[src/rtl/mem_arb_pkg.sv]
// rtl/mem_arb_pkg.sv - shared types and width helpers for the memory-port arbiter
package mem_arb_pkg;

  typedef enum logic [1:0] {
    ST_IDLE  = 2'd0,
    ST_ISSUE = 2'd1,
    ST_DRAIN = 2'd2,
    ST_DONE  = 2'd3
  } arb_state_t;

  // Word-index width inside a refill block.
  function automatic int idx_w(input int block_words);
    return $clog2(block_words);
  endfunction

  // Client-index width; never zero so a single-client build still has a pointer bit.
  function automatic int client_w(input int n_clients);
    return (n_clients <= 1) ? 1 : $clog2(n_clients);
  endfunction

endpackage

[src/rtl/mem_arbiter_rr_pick.sv]
// rtl/mem_arbiter_rr_pick.sv - one-hot winner selection (round-robin, or fixed priority under ARB_FIXED_PRIO_EN)
module rr_pick #(
  parameter int N  = 2,
  parameter int CW = 1
) (
  input  logic [N-1:0]  req_i,
  input  logic [CW-1:0] ptr_i,
  output logic [N-1:0]  grant_o,
  output logic [CW-1:0] idx_o,
  output logic          any_o
);

  int   start;
  logic found;

  // Search from the pointer upward, then wrap to the low indices.
  always_comb begin
    grant_o = '0;
    idx_o   = '0;
    found   = 1'b0;
`ifdef ARB_FIXED_PRIO_EN
    start   = 0;
`else
    start   = int'(ptr_i);
`endif
    for (int i = 0; i < N; i++) begin
      if (!found && req_i[i] && (i >= start)) begin
        found      = 1'b1;
        grant_o[i] = 1'b1;
        idx_o      = CW'(i);
      end
    end
    for (int i = 0; i < N; i++) begin
      if (!found && req_i[i]) begin
        found      = 1'b1;
        grant_o[i] = 1'b1;
        idx_o      = CW'(i);
      end
    end
    any_o = |req_i;
  end

endmodule

[src/rtl/mem_arbiter_rr.sv]
// rtl/mem_arbiter_rr.sv - N-client memory-port arbiter with block-read streaming; ARB_FIXED_PRIO_EN selects fixed priority
module mem_arbiter_rr
  import mem_arb_pkg::*;
#(
  parameter int N_CLIENTS   = 2,
  parameter int ADDR_W      = 16,
  parameter int DATA_W      = 16,
  parameter int BLOCK_WORDS = 8
) (
  input  logic                          clk,
  input  logic                          rst,
  input  logic [N_CLIENTS-1:0]          req,
  input  logic [N_CLIENTS-1:0]          req_wr,
  input  logic [N_CLIENTS*ADDR_W-1:0]   req_addr,
  input  logic [N_CLIENTS*DATA_W-1:0]   req_wdata,
  output logic [N_CLIENTS-1:0]          grant,
  output logic                          fill_valid,
  output logic [$clog2(BLOCK_WORDS)-1:0] fill_idx,
  output logic [DATA_W-1:0]             fill_data,
  output logic [N_CLIENTS-1:0]          done,
  output logic                          busy,
  output logic                          mem_enable,
  output logic                          mem_wr,
  output logic [ADDR_W-1:0]             mem_addr,
  output logic [DATA_W-1:0]             mem_wdata,
  input  logic [DATA_W-1:0]             mem_data_out,
  input  logic                          mem_data_valid
);

  localparam int IDX_W = idx_w(BLOCK_WORDS);
  localparam int CW    = client_w(N_CLIENTS);
  localparam int CNT_W = IDX_W + 1;

  arb_state_t            state_q;
  logic [N_CLIENTS-1:0]  grant_q, done_q;
  logic                  mem_enable_q, mem_wr_q;
  logic [ADDR_W-1:0]     mem_addr_q, addr_q;
  logic [DATA_W-1:0]     mem_wdata_q;
  logic [CW-1:0]         rr_ptr_q, rr_ptr_d;
  logic [IDX_W-1:0]      issue_cnt_q;
  logic [CNT_W-1:0]      rcv_cnt_q;
  logic                  wr_q;

  logic [N_CLIENTS-1:0]  pick_oh;
  logic [CW-1:0]         pick_idx;
  logic                  pick_any;
  logic                  win_wr;
  logic [ADDR_W-1:0]     win_addr;
  logic [DATA_W-1:0]     win_wdata;
  logic                  last_fill;

  // Word address within the block: block base, word index, byte-in-word zero.
  function automatic logic [ADDR_W-1:0] word_addr(input logic [ADDR_W-1:0] a,
                                                  input logic [IDX_W-1:0]  c);
    return {a[ADDR_W-1:IDX_W+1], c, 1'b0};
  endfunction

  rr_pick #(
    .N  (N_CLIENTS),
    .CW (CW)
  ) u_pick (
    .req_i   (req),
    .ptr_i   (rr_ptr_q),
    .grant_o (pick_oh),
    .idx_o   (pick_idx),
    .any_o   (pick_any)
  );

  // Route the winning client's command fields to the latch point.
  always_comb begin
    win_wr    = 1'b0;
    win_addr  = '0;
    win_wdata = '0;
    for (int i = 0; i < N_CLIENTS; i++) begin
      if (pick_oh[i]) begin
        win_wr    = req_wr[i];
        win_addr  = req_addr[i*ADDR_W +: ADDR_W];
        win_wdata = req_wdata[i*DATA_W +: DATA_W];
      end
    end
  end

  // Pointer moves just past the winner; fixed priority pins it at zero.
  always_comb begin
`ifdef ARB_FIXED_PRIO_EN
    rr_ptr_d = '0;
`else
    rr_ptr_d = (pick_idx == CW'(N_CLIENTS - 1)) ? '0 : pick_idx + CW'(1);
`endif
  end

  // Read returns only count while a block read is in flight.
  assign fill_valid = mem_data_valid && !wr_q &&
                      ((state_q == ST_ISSUE) || (state_q == ST_DRAIN));
  assign fill_idx   = rcv_cnt_q[IDX_W-1:0];
  assign fill_data  = mem_data_out;
  assign last_fill  = fill_valid && (rcv_cnt_q == CNT_W'(BLOCK_WORDS - 1));

  // Transaction FSM: word 0 (or the write) is registered on the grant edge.
  always_ff @(posedge clk) begin
    if (rst) begin
      state_q      <= ST_IDLE;
      grant_q      <= '0;
      done_q       <= '0;
      mem_enable_q <= 1'b0;
      mem_wr_q     <= 1'b0;
      mem_addr_q   <= '0;
      mem_wdata_q  <= '0;
      addr_q       <= '0;
      wr_q         <= 1'b0;
      rr_ptr_q     <= '0;
      issue_cnt_q  <= '0;
      rcv_cnt_q    <= '0;
    end else begin
      done_q <= '0;
      if (fill_valid) rcv_cnt_q <= rcv_cnt_q + CNT_W'(1);
      case (state_q)
        ST_IDLE: begin
          mem_enable_q <= 1'b0;
          mem_wr_q     <= 1'b0;
          if (pick_any) begin
            grant_q      <= pick_oh;
            wr_q         <= win_wr;
            addr_q       <= win_addr;
            mem_wdata_q  <= win_wdata;
            rr_ptr_q     <= rr_ptr_d;
            rcv_cnt_q    <= '0;
            mem_enable_q <= 1'b1;
            state_q      <= ST_ISSUE;
            if (win_wr) begin
              mem_wr_q    <= 1'b1;
              mem_addr_q  <= win_addr;
              issue_cnt_q <= '0;
            end else begin
              mem_addr_q  <= word_addr(win_addr, '0);
              issue_cnt_q <= IDX_W'(1);
            end
          end
        end
        ST_ISSUE: begin
          if (wr_q) begin
            mem_enable_q <= 1'b0;
            mem_wr_q     <= 1'b0;
            done_q       <= grant_q;
            state_q      <= ST_DONE;
          end else begin
            mem_addr_q  <= word_addr(addr_q, issue_cnt_q);
            issue_cnt_q <= issue_cnt_q + IDX_W'(1);
            if (issue_cnt_q == IDX_W'(BLOCK_WORDS - 1)) state_q <= ST_DRAIN;
          end
        end
        ST_DRAIN: begin
          mem_enable_q <= 1'b0;
          if (last_fill || (rcv_cnt_q == CNT_W'(BLOCK_WORDS))) begin
            done_q  <= grant_q;
            state_q <= ST_DONE;
          end
        end
        ST_DONE: begin
          grant_q <= '0;
          state_q <= ST_IDLE;
        end
        default: state_q <= ST_IDLE;
      endcase
    end
  end

  assign grant      = grant_q;
  assign done       = done_q;
  assign busy       = (state_q != ST_IDLE);
  assign mem_enable = mem_enable_q;
  assign mem_wr     = mem_wr_q;
  assign mem_addr   = mem_addr_q;
  assign mem_wdata  = mem_wdata_q;

endmodule

[config.mk]
export PLATFORM = sky130hd
export DESIGN_NAME = mem_arbiter_rr
export DESIGN_NICKNAME = d
export VERILOG_FILES = /design/src/rtl/mem_arb_pkg.sv /design/src/rtl/mem_arbiter_rr_pick.sv /design/src/rtl/mem_arbiter_rr.sv
export SDC_FILE = /design/constraint.sdc
export NUM_CORES = 1
export LEC_CHECK = 0
export CORE_MARGIN = 2
export CORE_UTILIZATION = 35
export CTS_BUF_LIST = sky130_fd_sc_hd__clkbuf_4 sky130_fd_sc_hd__clkbuf_8 sky130_fd_sc_hd__clkbuf_16
export DETAILED_ROUTE_END_ITERATION = 8
export PLACE_DENSITY = 0.7
export SYNTH_ARGS = -nofsm -noshare
export SYNTH_HDL_FRONTEND = slang
export SYNTH_SLANG_ARGS = --single-unit
[constraint.sdc]
create_clock -name clk -period 3.6 [get_ports clk]
set_clock_uncertainty 0.1 [all_clocks]
set_input_delay 0.72 -clock clk [delete_from_list [all_inputs] [get_ports clk]]
set_output_delay 0.72 -clock clk [all_outputs]
set_load 0.1 [all_outputs]
==> results of run 1 <==
## worst max path at each step
stage | from | endpoint | slack (ns) | cells past startpoint
after detailed placement | req[0] | mem_addr[0] | 0.63 | 5
after floorplan | state_q[0] | fill_valid | 1.22 | 4
final | state_q[1] | busy | 0.85 | 4
after global placement | req[0] | mem_addr[0] | 0.69 | 5
after CTS | rcv_cnt_q[2] | fill_idx[2] | 0.83 | 1
after global routing | state_q[0] | busy | 0.74 | 4
## final cells by class
cell class                 count  area (sq um)  share of cell area, %
clock buffer                  12           159                   3.66
clock inverter                 2          10.0                  0.231
inverter                       7          26.3                  0.606
multi-input combinational    228          1590                   36.7
sequential                    61          1220                   28.1
tap                          108           135                   3.11
timing repair buffer         124          1200                   27.6
## registers in the layout, summed over array words and instances, names as in the netlist
name and flops:
mem_enable 1, addr_q 12, rcv_cnt_q 4, wr_q 1, done 2, state_q 2, mem_wdata 16, issue_cnt_q 3
mem_addr 16, grant 2, mem_wr 1, rr_ptr_q 1
## power by group through the flow
| stage | registers [mW] | logic (mW) | clock network (mW) |
|---|---|---|---|
| after floorplan | 1.95 | 1.10 | 0 |
| after global placement | 1.02 | 2.50 | 0 |
| after detailed placement | 1.02 | 2.53 | 0 |
| after CTS | 1.01 | 2.54 | 0.565 |
| after global routing | 1.04 | 2.70 | 0.588 |
| final | 1.01 | 2.54 | 0.544 |
## tightest hold or removal path, delay by kind of cell (launching register included)
kind	cells	cell delay (ns)
AOI/OAI and AO/OA	1	0.05
DFF	1	0.31
and+or+nand+nor	1	0.05
## through the flow
| step | setup WS (ns) | util [%] |
|---|---|---|
| 6_report | 0.849 | 50.0 |
| 3_3_place_gp | 0.693 | 48.1 |
| 3_5_place_dp | 0.633 | 48.1 |
| 5_1_grt | 0.736 | 50.0 |
| 4_1_cts | 0.829 | 50.0 |
| 2_1_floorplan | 1.22 | - |
## layer usage
layer	share of wire [%]	track usage (%)
met1	45	24.5
met2	47	28.7
met3	7.1	5.01
met4	0.87	5.37
met5	0	0
## cells in the final DEF (no fill, tap or decap), types with 9 or more instances in the layout
master and n:
nor2b_1 13, nor2_1 30, clkdlybuf4s50_1 107, nor3_1 26
a221oi_1 30, a21oi_1 13, nand3b_1 17, dfxtp_1 61
a32oi_1 12, ha_1 9, buf_4 16, nand2_1 16
clkbuf_8 11
## cells by family after synthesis
| kind of cell | Yosys count |
|---|---|
| AO/OA/AOI/OAI | 88 |
| flip-flops | 61 |
| AND/OR/NAND/NOR | 126 |
| multiplexers | 2 |
| buffers and inverters | 58 |
| XOR/XNOR | 3 |
| adder cells (fa/ha/maj) | 9 |
## synth_stat cells
master and instances:
nor2b_1 13, o21a_1 2, a211oi_1 1, o41ai_2 4, mux2i_1 2, buf_2 6
and2_1 3, o21bai_1 1, nor3b_1 6, a221o_1 3, a21o_1 1, or3_1 1
a311oi_1 1, a21boi_1 1, o41ai_1 8, a31oi_1 2, clkbuf_1 19, a32oi_1 12
inv_1 7, buf_4 19, nor2_1 30, nand3b_1 17, nor3_2 1, buf_6 2
o21ai_0 2, nand3_1 4, nand4b_1 1, or4_1 2, a221oi_1 30, o21ai_1 1
dfxtp_1 61, o311a_1 3, nand2_1 16, buf_1 5, nor3_1 26, xor2_1 1
o211ai_1 1, nor3b_4 1, ha_1 9, xnor2_1 2, a22oi_1 2, nand2b_1 5
a21oi_1 13
==> metrics.md, run 1 <==
| Metric | Value |
|---|---|
| Starting Density | 35.8% |
| Number of port buffers | 113 |
| R2R depth | 6 |
| GPL Wtd Cong | 0.820 |
| Nets@finish | 527 |
| Routed wire per std cell | 16.4 um |
| Chip height | 98.3 um |
| Dpl cells | 528 |
| Slew margin rel. | 33.6% |
| Switching Fraction | between 50% and 60% |
| I/O pin total | 146 |
| Final Power | ~4 mW |
| Die ar. | 9650 sq um |
| Worst vdd ir | 0.000511 V |
| TritonCTS Buffers | 9 |
| Final wirelength | 8920 um |
| CP Class | reg2out |
| Status | finished clean |
| Wire length of the first global-routing pass | about 14,000 um |
| Synth Area in XOR/XNOR | less than 1% |
| Max Slew Vio Count | 0 |
| GRT overflow | 0 |
| CP Data Required Time | 2.78 ns |
| All-Layer GR Usage | 18.2% |
| Area after DPL | 4170 sq um |
| Die Width | 98.3 um |
| Setup-failing EPs final | 0 |
| Max incr delay on CP | 0.59 ns |
| Vias/cell | 5.54 |
| Sequential share of the synthesized area | 39.3% |
| Top cell type's share of synthesized area | about two fifths |
| Clk pwr share | 13.3% |
| Netlist Area Pre-Place | approximately 3100 sq um |
| Design area | ~4300 sq um |
| DRC | 0 |
| Switching power total | 2.21 mW |
| Total Neg Setup Slack | 0 ns |
| Synth Area in Adders | 3.62% |
| Cell count after synthesis | 347 |
| Max cap viols | 0 |
| CTS root buf | clkbuf_8 |
| Lkg Pwr | 1.60 nW |
| Hold_ws | between 0.3 and 0.4 ns |
| Crit path time final | 2.75 ns |
| Synth Area in Simple Gates | 22.1% |
| Synthesized area per cell | roughly 9 sq um |
| Cell Int Power | 1.88 mW |
| Final period utilization | roughly 76% |
| Worst Hold Class | reg2reg |
| Area leader, netlist | dfxtp_1 |
| CTS tree | built |
| Post-CTS setup buffer count | 0 |
| Ranking of synthesized cells by area | dfxtp_1 (39%), a221oi_1 (8.5%), buf_4 (4.6%), nor3_1 (4.2%), nand3b_1 (4.1%) |
| Layout cells sized above 1 | 8.99% |
| Largest net degree at the start of global routing | 54 |
| Mux contribution to synthesized area | 0.644% |
| Hold Vio Cnt, Final | 0 |
| Syn nets | roughly 440 |
| Post-DP HPWL | 6120 um |
| Startpoint types | flop |
| Comb power frac | between 60% and 70% |
| Synth Area in Compound Gates | between 20% and 30% |
| Worst hold path stage count | 2 |
| Crit Path Max Fanout | 16 |
| Yosys warning count | 0 |
| RSZ-0062 raised after global routing | false |
| Fill count | 837 |
| Worst slew pin tran | 0.993 ns |
| Max Freq | 0.364 GHz |
| Worst Hold End | mem_wdata[10] |
| Area grow syn2layout | 39.6% |
| Std cell rows | 34 |
| Worst path bufs/invs | 3 |
| Clk slew on worst S/H paths | roughly 0.070 ns |
| Routed Antenna Nets | 0 |
| Resized Gates After CTS | 0 |
| Flop pwr share | approximately 25% |
| Vias in the first global route | 2,813 |
| Clk sinks | 61 |
| Most frequent CP cell | inv_1 |
| Crit-path slowest cell | ha_1 |
| Initial antenna violation count | 0 |
| Core area | approximately 8700 sq um |
| Clk buf depth | 2 |
| Clk_lat worst skew | 0.34 ns |
| Final non-filler cell total | ~540 |
| Reg2Reg Setup Slack | 1.11 ns |
| Register bit total from synthesis | 61 |
| WP data arrival | 1.93 ns |
| DRT iter0 DRCs | 125 |
| ANT cells | 0 |
| Largest family of logic cells by synthesized area | compound AO/OA/AOI/OAI gates |
| Critical path's top delay family | buffers and inverters |
| CTS Hold Bufs | 0 |
| Synth cell types | 43 |
| Worst Setup End Kind | primary output |
| Vias | 3,005 |
| Critical R2R Launch | state_q[0] |
| R2r endpoint | mem_addr[14] |
| Hold path start | mem_wdata[10] |
| Pwr dens | 944 nW/um^2 |
| 1st-pass router iterations | 5 |
| H-Tree Level Count | 3 |
| CP Cell Sequence | inv_1 -> ha_1 -> inv_1 -> buf_4 |
(Power assumes the default switching activity.)
==> inputs of run 2 (changes only) <==
==> constraint.sdc (replaced) <==
create_clock -name clk -period 2.84 [get_ports clk]
set_clock_uncertainty 0.1 [all_clocks]
set_input_delay 0.568 -clock clk [delete_from_list [all_inputs] [get_ports clk]]
set_output_delay 0.568 -clock clk [all_outputs]
set_load 0.1 [all_outputs]
==> run 2 against run 1 <==
Flip-flop and latch count stayed put; via count is 0.63% higher; combinational power is 28% higher; global-route usage is 0.12 points lower; critical path depth is 1 higher; worst setup slack worse by 0.43 ns; cell area is 0.58% higher; critical endpoint is now fill_valid; largest power group unchanged; clock power is 62% higher; sequential power is 28% higher; worst hold slack better by 0.0037 ns; register-to-register slack worse by 0.52 ns.
==> metrics.md, run 2 (synthesis results as in run 1) <==
| Metric | Value |
|---|---|
| Post-CTS setup buffer count | 0 (unchanged) |
| Max Freq | 0.413 GHz |
| Routed wire per std cell | 16.1 um (-2.0%) |
| Dpl cells | 531 (+0.57%) |
| Pwr dens | 1240 nW/um^2 (+31%) |
| CTS root buf | clkbuf_8 |
| Vias | 3,024 (+0.63%) |
| Vias/cell | 5.53 (-0.29%) |
| Vias in the first global route | 2,939 (+4.5%) |
| Worst Setup End Kind | primary output |
| CP Cell Sequence | inv_1 -> ha_1 -> nand3b_1 -> inv_1 -> buf_12 |
| Design area | 4360 sq um (+0.58%) |
| 1st-pass router iterations | 4 (-1) |
| GPL Wtd Cong | 0.803 (-2.1%) |
| Final wirelength | 8820 um (-1.1%) |
| Max cap viols | 0 (unchanged) |
| Hold path start | mem_wdata[10] |
| Footprint of the multi-input gates | 1590 sq um (unchanged) |
| Die Width | 98.3 um (unchanged) |
| Routed Antenna Nets | 0 (unchanged) |
| Largest net degree at the start of global routing | 44 (-19%) |
| Max incr delay on CP | 0.42 ns (-0.17 ns) |
| Crit-path slowest cell | dfxtp_1 |
| Initial antenna violation count | 0 (unchanged) |
| Status | finished clean |
| Final period utilization | 85.3% |
| Worst hold path stage count | 2 (unchanged) |
| GRT overflow | 0 (unchanged) |
| Sequential cell area | 1220 sq um (unchanged) |
| CP Data Required Time | 2.17 ns (-0.61 ns) |
| Crit path time final | 2.42 ns |
| R2R depth | 7 (+1) |
| Layout cells sized above 1 | 18.7% (+9.7 points) |
| Slew margin rel. | 61.4% (+28 points) |
| Critical path's top delay family | buffers and inverters |
| Starting Density | 35.8% (unchanged) |
| Worst slew pin tran | 0.578 ns (-0.415 ns) |
| Core area | 8680 sq um (unchanged) |
| Resized Gates After CTS | 0 (unchanged) |
| CTS Hold Bufs | 0 (unchanged) |
| Std cell rows | 34 (unchanged) |
| CTS tree | built |
| Critical path origin | state_q[1] |
| ANT cells | 0 (unchanged) |
| DRT iter0 DRCs | 121 (-3.2%) |
| Clk buf depth | 2 (unchanged) |
| Final Power | 5.42 mW (+32%) |
| RSZ-0062 raised after global routing | false |
| Worst vdd ir | 0.000755 V (+48%) |
| H-Tree Level Count | 3 (unchanged) |
| WP data arrival | 1.75 ns (-0.18 ns) |
| Commonest cells after routing, fill and taps aside | clkdlybuf4s50_1 (69), dfxtp_1 (61), buf_4 (54), nor2_1 (30), a221oi_1 (30) |
| Area grow syn2layout | 40.4% |
| Most common cell after layout, fill and taps aside | clkdlybuf4s50_1 |
| Die ar. | 9650 sq um (unchanged) |
| All-Layer GR Usage | 18.1% (-0.12 points) |
| Number of port buffers | 113 (unchanged) |
| Wire length of the first global-routing pass | 14,300 um (+0.58%) |
| Clk slew on worst S/H paths | 0.07 ns (about the same) |
| Nets@finish | 530 (+0.57%) |
| Chip height | 98.3 um (unchanged) |
| Setup-failing EPs final | 0 (unchanged) |
| Hold Vio Cnt, Final | 0 (unchanged) |
| DRC | 0 (unchanged) |
| Startpoint types | flop |
| R2r endpoint | mem_addr[4] |
| Area after DPL | 4140 sq um (-0.84%) |
| Final non-filler cell total | 547 (+0.92%) |
| Post-layout util | 50.3% (+0.29 points) |
| Total Neg Setup Slack | 0 ns (unchanged) |
| Crit Path Max Fanout | 5 (-11) |
| Clk sinks | 61 (unchanged) |
| Worst Hold Class | reg2reg |
| Worst Hold End | mem_wdata[10] |
| Clk_lat worst skew | 0.33 ns (about the same) |
| Worst path bufs/invs | 3 (unchanged) |
| Max Slew Vio Count | 0 (unchanged) |
| Post-DP HPWL | 6290 um (+2.9%) |
| CP Class | reg2out |
| Critical R2R Launch | state_q[1] |
| Fill count | 825 (-1.4%) |
| Lkg Pwr | 1.72 nW (+7.6%) |
| Reg2Reg Setup Slack | 0.59 ns (-0.52 ns) |
| I/O pin total | 146 (unchanged) |
| Most frequent CP cell | inv_1 |
| TritonCTS Buffers | 9 (unchanged) |
## run 2: changes by cell type in the layout (fill, tap and decap cells not counted), sizes merged
cell and delta:
bufinv +2, buf +41, clkdlybuf4s50 -38
## run 2: how the worst max path moves through the flow
| stage | slack (ns) | cells after the start | end |
|---|---|---|---|
| after floorplan | 0.62 | 4 | fill_valid |
| after global placement | 0.28 | 6 | mem_addr[9] |
| after detailed placement | 0.21 | 6 | mem_addr[15] |
| after CTS | 0.42 | 5 | fill_valid |
| after global routing | 0.33 | 5 | fill_valid |
| final | 0.42 | 5 | fill_valid |
## run 2: stage by stage
stage / hold slack, ns / worst slack, ns
after global placement: 0.340 / 0.278
final: 0.356 / 0.418
after floorplan: 0.340 / 0.616
after detailed placement: 0.350 / 0.210
after global routing: 0.382 / 0.331
after CTS: 0.360 / 0.421
## run 2: worst reg2reg max path, cell delays in order, from the launching register on
cell and delay (ns):
dfxtp_1 0.36, inv_1 0.11, ha_1 0.17, buf_4 0.33, nor2_1 0.11, or3_1 0.34
buf_4 0.25, o41ai_1 0.37
## run 2: layout make-up
| type | count | area share [%] |
|---|---|---|
| Timing Repair Buffer | 127 | 26.6 |
| Clock buffer | 12 | 3.64 |
| Sequential cell | 61 | 28.0 |
| Multi-Input combinational cell | 228 | 36.5 |
| Clock inverter | 4 | 1.61 |
| Inverter | 7 | 0.602 |
| Tap cell | 108 | 3.10 |
## run 2: power breakdown
group / switching (mW) / internal, mW / total, mW
clock: 0.333 / 0.549 / 0.883
combinational: 2.32 / 0.921 / 3.24
sequential: 0.170 / 1.12 / 1.29
## run 2: routing by layer
layer	track usage, %	wire length [um]	up-vias	part of all wire, %
met1	23.8	3920	1450	44
met2	30.4	4320	114	49
met5	0	0	-	0
met4	5.48	49	0	0.56
li1	-	-	1455	-
met3	3.15	523	5	5.9
==> inputs of run 3 (changes only) <==
--- a/config.mk
+++ b/config.mk
@@ -10,6 +10,7 @@
 export CTS_BUF_LIST = sky130_fd_sc_hd__clkbuf_4 sky130_fd_sc_hd__clkbuf_8 sky130_fd_sc_hd__clkbuf_16
 export DETAILED_ROUTE_END_ITERATION = 8
 export PLACE_DENSITY = 0.7
+export SLEW_MARGIN = 20
 export SYNTH_ARGS = -nofsm -noshare
 export SYNTH_HDL_FRONTEND = slang
 export SYNTH_SLANG_ARGS = --single-unit
==> constraint.sdc (replaced) <==
create_clock -name clk -period 2.5 [get_ports clk]
set_clock_uncertainty 0.1 [all_clocks]
set_input_delay 0.5 -clock clk [delete_from_list [all_inputs] [get_ports clk]]
set_output_delay 0.5 -clock clk [all_outputs]
set_load 0.1 [all_outputs]
==> run 3 against run 2 <==
Sequential share of layout area up 0.15 points; largest cell class unchanged; wire length up 0.75%; total power up 9.7%; highest routed layer unchanged; largest power group unchanged.
==> metrics.md, run 3 (synthesis results as in run 1) <==
| Metric | Value |
|---|---|
| Hold Vio Cnt, Final | 0 (unchanged) |
| Routed Antenna Nets | 0 (unchanged) |
| Routed wire per std cell | 16.2 um (+0.38%) |
| Vias | 2,990 (-1.1%) |
| Footprint of the multi-input gates | 1590 sq um (unchanged) |
| Startpoint types | flop |
| CTS Hold Bufs | 0 (unchanged) |
| Setup-failing EPs final | 0 (unchanged) |
| Pwr dens | 1370 nW/um^2 (+10%) |
| Number of port buffers | 113 (unchanged) |
| DRT iter0 DRCs | 148 (+22%) |
| CP Class | reg2out |
| Starting Density | 35.8% (unchanged) |
| Wire length of the first global-routing pass | 14,400 um (+0.34%) |
| Initial antenna violation count | 0 (unchanged) |
| Layout cells sized above 1 | 19.0% (+0.37 points) |
| Clk buf depth | 2 (unchanged) |
| Final wirelength | 8880 um (+0.75%) |
| Slew margin rel. | 69.1% (+7.7 points) |
| CTS tree | built |
| Die Width | 98.3 um (unchanged) |
| Vias in the first global route | 2,952 (+0.44%) |
| Worst vdd ir | 0.000935 V (+24%) |
| Largest net degree at the start of global routing | 74 (+68%) |
| Final Power | 5.94 mW (+9.7%) |
| GPL Wtd Cong | 0.792 (-1.3%) |
| Worst slew pin tran | 0.462 ns (-0.116 ns) |
| CTS root buf | clkbuf_8 |
| Final period utilization | 94.1% |
| Worst hold path stage count | 2 (unchanged) |
| RSZ-0062 raised after global routing | false |
| Commonest cells after routing, fill and taps aside | clkdlybuf4s50_1 (69), dfxtp_1 (61), buf_4 (56), nor2_1 (30), a221oi_1 (30) |
| Worst Setup End Kind | primary output |
| Lkg Pwr | 1.71 nW (-0.47%) |
| Resized Gates After CTS | 0 (unchanged) |
| Post-CTS setup buffer count | 0 (unchanged) |
| Chip height | 98.3 um (unchanged) |
| Clk slew on worst S/H paths | 0.07 ns (about the same) |
| Clk sinks | 61 (unchanged) |
| Sequential cell area | 1220 sq um (unchanged) |
| GRT overflow | 0 (unchanged) |
| CP Data Required Time | 1.90 ns (-0.27 ns) |
| Nets@finish | 533 (+0.57%) |
| Crit Path Max Fanout | 5 (unchanged) |
| Vias/cell | 5.45 (-1.5%) |
| Max Freq | roughly 0.43 GHz |
| Total Neg Setup Slack | 0 ns (unchanged) |
| DRC | 0 (unchanged) |
| Clk_lat worst skew | 0.33 ns (about the same) |
| Most common cell after layout, fill and taps aside | clkdlybuf4s50_1 |
| Max Slew Vio Count | 0 (unchanged) |
| ANT cells | 0 (unchanged) |
| Fill count | 843 (+2.2%) |
| I/O pin total | 146 (unchanged) |
| All-Layer GR Usage | 18.1% (about the same) |
| Core area | 8680 sq um (unchanged) |
| WP data arrival | 1.75 ns (about the same) |
| TritonCTS Buffers | 9 (unchanged) |
| Crit path time final | 2.35 ns |
| Status | finished clean |
| Std cell rows | 34 (unchanged) |
| Max cap viols | 0 (unchanged) |
| R2R depth | 6 (-1) |
| Die ar. | 9650 sq um (unchanged) |
| H-Tree Level Count | 3 (unchanged) |
| 1st-pass router iterations | 4 (unchanged) |
| Area grow syn2layout | 39.6% |
| Post-DP HPWL | 6320 um (+0.53%) |
| Worst Hold Class | reg2reg |
## run 3: worst paths after layout
path | start | to | slack [ns]
worst min-delay path | mem_wdata[10] | mem_wdata[10] | 0.36
worst max-delay path | state_q[1] | fill_valid | 0.15
worst min register to register | mem_wdata[10] | mem_wdata[10] | 0.36
worst max register to register | state_q[1] | mem_addr[8] | 0.25
## run 3: report_power, final
| part | total [mW] | internal [mW] | switching [mW] |
|---|---|---|---|
| sequential | 1.47 | 1.27 | 0.194 |
| clock | 0.775 | 0.412 | 0.363 |
| combinational | 3.70 | 1.07 | 2.64 |
| total | 5.94 | 2.75 | 3.19 |
## run 3: layer usage
metal / up-vias / global-route usage [%] / part of all wire, %
met5: - / 0 / 0
met4: 0 / 6.64 / 1.1
met3: 8 / 4.08 / 6.6
met2: 103 / 30.0 / 48
met1: 1420 / 23.1 / 44
li1: 1459 / - / -
## run 3: through the flow
step / utilization (%) / hold WS [ns] / cell area [sq um] / std cells / setup slack, ns
after global routing: 50.0 / 0.387 / 4340 / 549 / 0.0364
final: 50.0 / 0.356 / 4340 / 549 / 0.148
after floorplan: - / 0.340 / 3110 / 347 / 0.344
after detailed placement: 48.1 / 0.346 / 4170 / 534 / 0.0789
after global placement: 48.1 / 0.342 / 4170 / 534 / 0.161
after CTS: 50.0 / 0.356 / 4340 / 549 / 0.131
## run 3: critical path, cell delays in order (launching register included)
cell and delay [ns]:
dfxtp_1 0.42, inv_1 0.11, ha_1 0.36, nand3b_1 0.20, inv_1 0.16, buf_12 0.18
## run 3: layout make-up
class                   count  area share [%]
clock buffers              13            3.69
inverters                   7           0.605
well taps                 108            3.11
clock inverters             2           0.231
repair buffers            130            27.6
multi-input cells         228            36.7
flip-flops and latches     61            28.1
